## config.mk

```make
export PLATFORM = sky130hd
export DESIGN_NAME = controle_tentativas
export DESIGN_NICKNAME = d
export VERILOG_FILES = /design/src/rtl/controle_tentativas.sv
export SDC_FILE = /design/constraint.sdc
export NUM_CORES = 1
export LEC_CHECK = 0
export ABC_CLOCK_PERIOD_IN_PS = 5200
export BUFFER_PORTS_ARGS = -buffer_cell sky130_fd_sc_hd__clkbuf_2
export CORE_UTILIZATION = 50
export CTS_CLUSTER_DIAMETER = 50
export DETAILED_ROUTE_END_ITERATION = 16
export PLACE_DENSITY = 0.69
export SLEW_MARGIN = 20
export SYNTH_ARGS = -nofsm -noshare
export SYNTH_HDL_FRONTEND = slang
export SYNTH_SLANG_ARGS = --single-unit
```

## constraint.sdc

```tcl
create_clock -name clk -period 5.2 [get_ports clk]
set_clock_uncertainty 0.1 [all_clocks]
set_input_delay 0.52 -clock clk [delete_from_list [all_inputs] [get_ports clk]]
set_output_delay 0.52 -clock clk [all_outputs]
set_load 0.02 [all_outputs]
```

## src/rtl/controle_tentativas.sv

```systemverilog
// Attempt-sequencing FSM for the A/B PIN comparator: requires A then B to unlock,
// counts consecutive misses and holds a timed lockout after MAX_ERROS of them.
module controle_tentativas #(
  parameter int unsigned MAX_ERROS  = 3,
  parameter int unsigned T_BLOQUEIO = 50000000,
  parameter int unsigned T_LIBERADO = 100000000,
  parameter int unsigned W_ERR      = 2
) (
  input  logic             clk,
  input  logic             reset,
  input  logic             iniciar,
  input  logic             confirmar,
  input  logic [1:0]       resultado,
  output logic             modoB,
  output logic             liberado,
  output logic             bloqueado,
  output logic             erro_pulso,
  output logic [W_ERR-1:0] num_erros,
  output logic [2:0]       estado
);

  localparam int unsigned T_MAX = (T_BLOQUEIO > T_LIBERADO) ? T_BLOQUEIO : T_LIBERADO;
  localparam int unsigned TW    = $clog2(T_MAX);

  localparam logic [2:0] OCIOSO   = 3'd0;
  localparam logic [2:0] ESPERA_A = 3'd1;
  localparam logic [2:0] ESPERA_B = 3'd2;
  localparam logic [2:0] LIBERADO = 3'd3;
  localparam logic [2:0] BLOQUEIO = 3'd4;

  logic [2:0]       state_q, state_d;
  logic [TW-1:0]    timer_q, timer_d;
  logic [W_ERR-1:0] num_erros_q, num_erros_d;
  logic             erro_pulso_q, erro_pulso_d;
  logic             modoB_q, liberado_q, bloqueado_q;
  logic             hit;
  logic [W_ERR-1:0] erros_inc;

  // Next-state, error counter and timer
  always_comb begin
    state_d      = state_q;
    num_erros_d  = num_erros_q;
    erro_pulso_d = 1'b0;
    timer_d      = '0;
    hit          = (resultado == 2'b00);
    erros_inc    = (num_erros_q >= W_ERR'(MAX_ERROS)) ? num_erros_q
                                                       : num_erros_q + W_ERR'(1);
    case (state_q)
      OCIOSO: begin
        if (iniciar) begin
          state_d     = ESPERA_A;
          num_erros_d = '0;
        end
      end
      ESPERA_A, ESPERA_B: begin
        // confirmar takes priority over a simultaneous iniciar
        if (confirmar) begin
          if (hit) begin
            if (state_q == ESPERA_A) begin
              state_d = ESPERA_B;
            end else begin
              state_d     = LIBERADO;
              num_erros_d = '0;
            end
          end else begin
            erro_pulso_d = 1'b1;
            num_erros_d  = erros_inc;
            state_d      = (erros_inc == W_ERR'(MAX_ERROS)) ? BLOQUEIO : ESPERA_A;
          end
        end else if (iniciar) begin
          state_d = ESPERA_A;
        end
      end
      LIBERADO: begin
        if (iniciar) begin
          state_d = ESPERA_A;
        end else if (timer_q == TW'(T_LIBERADO - 1)) begin
          state_d = OCIOSO;
        end
      end
      BLOQUEIO: begin
        if (timer_q == TW'(T_BLOQUEIO - 1)) begin
          state_d     = OCIOSO;
          num_erros_d = '0;
        end
      end
      default: begin
        state_d     = OCIOSO;
        num_erros_d = '0;
      end
    endcase
    // Timer only runs while staying in a timed state; any transition clears it
    if ((state_d == state_q) && ((state_q == LIBERADO) || (state_q == BLOQUEIO))) begin
      timer_d = timer_q + TW'(1);
    end
  end

  always_ff @(posedge clk) begin
    if (reset) begin
      state_q      <= OCIOSO;
      timer_q      <= '0;
      num_erros_q  <= '0;
      erro_pulso_q <= 1'b0;
      modoB_q      <= 1'b0;
      liberado_q   <= 1'b0;
      bloqueado_q  <= 1'b0;
    end else begin
      state_q      <= state_d;
      timer_q      <= timer_d;
      num_erros_q  <= num_erros_d;
      erro_pulso_q <= erro_pulso_d;
      modoB_q      <= (state_d == ESPERA_B);
      liberado_q   <= (state_d == LIBERADO);
      bloqueado_q  <= (state_d == BLOQUEIO);
    end
  end

  assign modoB      = modoB_q;
  assign liberado   = liberado_q;
  assign bloqueado  = bloqueado_q;
  assign erro_pulso = erro_pulso_q;
  assign num_erros  = num_erros_q;
  assign estado     = state_q;

endmodule
```

[Word-level counts from Yosys, hierarchy flattened]
Index checks and enable logic that the tools add are counted.
Storage, ports and cells
  logic and storage cells: 54
  register bits after elaboration: 36
  output and inout port bits: 9
  input port bits: 6
Cells by class
  bitwise operators: 4
  order comparisons: 1
  eq/ne operators: 15
  reduce and logical (&&, ||, !) cells: 8
  add/sub/neg operators: 2
  mux-type cells: 17
Operator list (number)
  $add A27 B1 Y27 const B: 1
  $eq A27 B26 Y1 const B: 1
  $eq A27 B27 Y1 const B: 1
  $mux W3: 7
  $eq A3 B2 Y1 const B: 4
  $mux W2: 6
  $pmux W3 S4: 1
  $pmux W2 S4: 1
  $eq A3 B3 Y1 const B: 2
  $ne A2 B2 Y1 const B: 3
  $reduce_and A5 Y1: 1
  $not A1 Y1: 4
  $reduce_or A2 Y1: 2
  $eq A3 B1 Y1 const B: 1
  $eq A3 B3 Y1: 1
  $logic_not A3 Y1: 1
  $ne A3 B3 Y1 const B: 1
  $reduce_or A3 Y1: 1
  $add A2 B1 Y2 const B: 1
  $eq A2 B2 Y1 const B: 1
  $ge A2 B2 Y1 const B: 1
  $logic_not A2 Y1: 1
  $mux W1: 2
  $logic_and A1 B1 Y1: 1
  $logic_or A1 B1 Y1: 1

[Longest topological paths before layout]
  word-level depth: 11
  gate-level depth with buffers: 7
  gate-level depth less buffers: 6

[Least setup slack after synthesis]
No wires, ideal clock.
  path type: flip-flop to flip-flop
  start: register timer_q[16]
  end: register timer_q[5]
  clock period less this slack: 2249 ps
  data arrival time: 2034 ps
  cell stages (with the launch flop): 7
  library setup time: 115 ps
  data required time: 4985 ps
  setup slack: 2951 ps
  buffers on the path: 1
  cell sequence: dfxtp_1 -> or4b_1 -> or3_1 -> o311a_4 -> o221ai_4 -> buf_6 -> nor2_2
Between the ends
  word-level cells in the longest chain between the ends: 8
  elaborated cells on any way between the ends: 10
  those cells by class: 3 x eq/ne; 4 x mux; 1 x bitwise; 2 x reduce/logical
RTL lines
  start: declaration: line 32  | logic [TW-1:0] timer_q, timer_d;
  start signal: assignment: line 109  | timer_q <= timer_d;
  $eq A27 B27 Y1: line 77  | end else if (timer_q == TW'(T_LIBERADO - 1)) begin
  $mux W3: line 77
  $mux W3: line 75  | if (iniciar) begin
  $pmux W3 S4 (*): line 48  | case (state_q)
  $eq A3 B3 Y1 (*): line 93  | if ((state_d == state_q) && ((state_q == LIBERADO) || (state_q == BLOQUEIO))) begin
  $logic_and A1 B1 Y1 (*): line 93
  $not A1 Y1 (no source line) (*)
  $reduce_or A2 Y1 (no source line) (*)
Every way passes the cells marked *; elsewhere a longest branch is shown, timed or not.
A chain may end at the register's enable or synchronous reset.

[Worst setup path after layout]
  start: register timer_q[12]
  end: register timer_q[10]
The elaborated chain is that of the path after synthesis.

==> metrics.md <==
| Metric | Value |
|---|---|
| Syn nets | 206 |
| Start of the worst register-to-register path | timer_q[12]$_SDFF_PP0_ |
| Seq cells post-synth | 36 |
| First-pass GRT wire length | 5440 um |
| CP max-delay cell | o221ai_4 |
| Post-DR wirelength/cell | 12.9 um |
| Worst Path Buf+Inv | 0 |
| CTS tree | built |
| Clk_lat worst skew | 0.34 ns |
| Sequential fraction of the synthesis area | 41.1% |
| Area contributors post-synth | dfxtp_1, xor2_1, nor2_2 |
| CP Max Fanout | 27 |
| Final WL | 3380 um |
| Yosys top cell area share | 41.1% |
| Max_slew headroom | 31.8% |
| Total Routing Usage GR | 20.0% |
| Number of core rows | 21 |
| Reg clk slew, reported paths | 0.11 ns |
| Status | finished, final reports clean |
| Post-DR vias/cell | 5.34 |
| DRT antenna net count | 0 |
| Tmin final | 2.79 ns |
| Top-count cell post-synth | dfxtp_1 |
| Slew @ Worst Pin | 1.02 ns |
| CP arrival | 2.88 ns |
| Crit-path leading delay family | compound AO/OA/AOI/OAI gates |
| Reg-to-Reg End | timer_q[10]$_SDFF_PP0_ |
| Vias in the first global route | 1224 |
| P_leak | 0.660 nW |
| NetSw | 0.105 mW |
| Die area | 0.00374 mm^2 |
| Starting Density | 52.5% |
| Pin count of the biggest net entering global routing | 28 |
| CTS Sinks | 36 |
| Main synth FF type | dfxtp_1 |
| Worst setup path category | reg -> reg |
| Die height | 61.2 um |
| Cell area after layout | 0.00191 mm^2 |
| Nets@finish | 222 |
| CP startpoint kind | flip-flop |
| Max VDD drop | 0.159 mV |
| Top cells by count, synth | dfxtp_1, nor2_1, nor2_2 |
| Hold crit path type | in -> reg |
| Sw Share | 23.2% |
| WP depth | 5 |
| Core Area | 0.00334 mm^2 |
| Setup TNS | 0 ns |
| Seq pwr share | 61.6% |
| Layout area overhead | 9.14% |
| # resized after CTS | 0 |
| Logic pwr share | 4.4% |
| Cell Chain, Critical Path | or4b_1, or3_1, o311a_4, o221ai_4, nor2_1 |
| Slew Viols, Final | 0 |
| Clock network power share | 34.0% |
| CTS Hold Buffers Added | 0 |
| CP endpoint | timer_q[10]$_SDFF_PP0_ |
| Layout cell share with drive strength beyond 1 | 20.8% |
| Max Freq | 358 MHz |
| Post-DP Area | 0.00185 mm^2 |
| DR vias | 1399 |
| Gr ovfl total | 0 |
| Routability Congestion | 0.820 |
| Die extent in x | 61.2 um |
| Post-Synthesis Cells | 199 |
| Mapped Area | 0.00175 mm^2 |
| Synth Area per Inst | 8.80 um^2 |
| CTS buffer count | 5 |
| RSZ-0062 raised after global routing | no |
| Worst path required time | 5.28 ns |
| Initial DRC count | 112 |
| Crit. End Element | flip-flop |
| Initial DRT Pass Iterations | 4 |
| Top Ports | 15 |
| IO Port Bufs | 14 |
| EDFF count, synth | 0 |
| Max-cap violations | 0 |
| Clk buf depth | 2 |
| R2r setup slk | 2.41 ns |
| Final worst-path cycle share | 53.7% |
| # DRC | 0 |
| Diodes inserted | 0 |
| Final HPWL DP | 2520 um |
| Async SR Flop Fraction | 0% |
| Power per Cell Area | 238 mW/mm^2 |
| Root Driver | clkbuf_4 |
| Final setup viols | 0 |
| Yosys cell types | 38 |
| H-tree levels | 2 |
| Initial antenna violation count | 0 |
| Critical Path Max Stage Delay | 0.78 ns |
| Critical Path Start | timer_q[12]$_SDFF_PP0_ |
| YS warnings | 0 |
| Setup bufs post-CTS | 0 |
| Final hold violation count | 0 |
| R2R cell count | 5 |
| P_int | 0.349 mW |
| Post-synth top area cell | dfxtp_1 |
-- through the flow --
stage / hold slack, ns / power (mW) / std cells / worst slack, ns / utilization, %
after floorplan: 0.327 / 0.300 / 199 / 2.95 / -
after global placement: 0.343 / 0.306 / 254 / 2.51 / 55.3
after detailed placement: 0.342 / 0.307 / 254 / 2.42 / 55.3
after CTS: 0.240 / 0.462 / 262 / 2.39 / 57.1
after global routing: 0.245 / 0.477 / 262 / 2.24 / 57.3
final: 0.252 / 0.455 / 262 / 2.41 / 57.3
-- registers in the layout, summed over array words and instances, names as in the netlist --
| register | flops |
|---|---|
| num_erros | 2 |
| estado | 3 |
| erro_pulso | 1 |
| modoB | 1 |
| bloqueado | 1 |
| timer_q | 27 |
| liberado | 1 |
-- worst min-delay path by stage --
| stage | startpoint | to | slack [ns] | depth (start not counted) |
|---|---|---|---|---|
| after floorplan | timer_q[0]$_SDFF_PP0_ | timer_q[0]$_SDFF_PP0_ | 0.33 | 1 |
| after global placement | timer_q[0]$_SDFF_PP0_ | timer_q[0]$_SDFF_PP0_ | 0.34 | 1 |
| after detailed placement | timer_q[0]$_SDFF_PP0_ | timer_q[0]$_SDFF_PP0_ | 0.34 | 1 |
| after CTS | reset | num_erros[0]$_SDFFE_PP0P_ | 0.24 | 2 |
| after global routing | reset | num_erros[0]$_SDFFE_PP0P_ | 0.25 | 2 |
| final | reset | num_erros[0]$_SDFFE_PP0P_ | 0.25 | 2 |
-- cells by family after synthesis --
logic type,Yosys count,share of synthesized area (%)
fa+ha+maj,1,0.714
flops,36,41.1
xor+xnor,26,13.0
buf+inv,11,3.21
compound gates,18,8.72
mux,1,0.571
simple gates,106,32.6
-- layout make-up --
cell class / instances / area [um^2]
multi-input cells: 152 / 980
inverters: 6 / 22.5
flip-flops and latches: 36 / 721
clock inverters: 2 / 10.0
clock buffers: 6 / 51.3
fillers: 324 / 1430
well taps: 46 / 57.6
repair buffers: 14 / 70.1
-- per-layer routing --
metal  vias to the layer above  global-route usage, %  part of all wire, %
met3                         7                   6.51                  4.6
met4                         0                   6.82                  1.6
met5                         -                      0                    0
met1                       639                   22.8                   43
li1                        723                      -                    -
met2                        30                   35.2                   51
-- placed cells by master (no fill, tap or decap), types with 2 or more instances in the layout --
cell      synthesis  routed
nor2_2           20      20
nand4b_1          3       3
nor4_1            2       2
a21oi_1           4       4
nor3_1            7       6
nand2_1          16      16
nor4b_1           2       2
clkbuf_2          0      14
clkbuf_4          0       5
xnor2_1           8       8
dfxtp_1          36      36
xor2_1           18      18
nor2_1           21      21
inv_1             6       6
clkinv_2          0       2
and3_1            9       9
nand3_1          11      11
o21ai_0           4       4
nand4_1           7       7
-- power groups by stage --
stage / Combinational, mW / Clock [mW] / Sequential (mW)
after floorplan: 0.0126 / 0 / 0.287
after global placement: 0.0193 / 0 / 0.287
after detailed placement: 0.0200 / 0 / 0.287
after CTS: 0.0200 / 0.162 / 0.281
after global routing: 0.0223 / 0.174 / 0.281
final: 0.0199 / 0.155 / 0.280
Power figures use the tool's default switching activity.
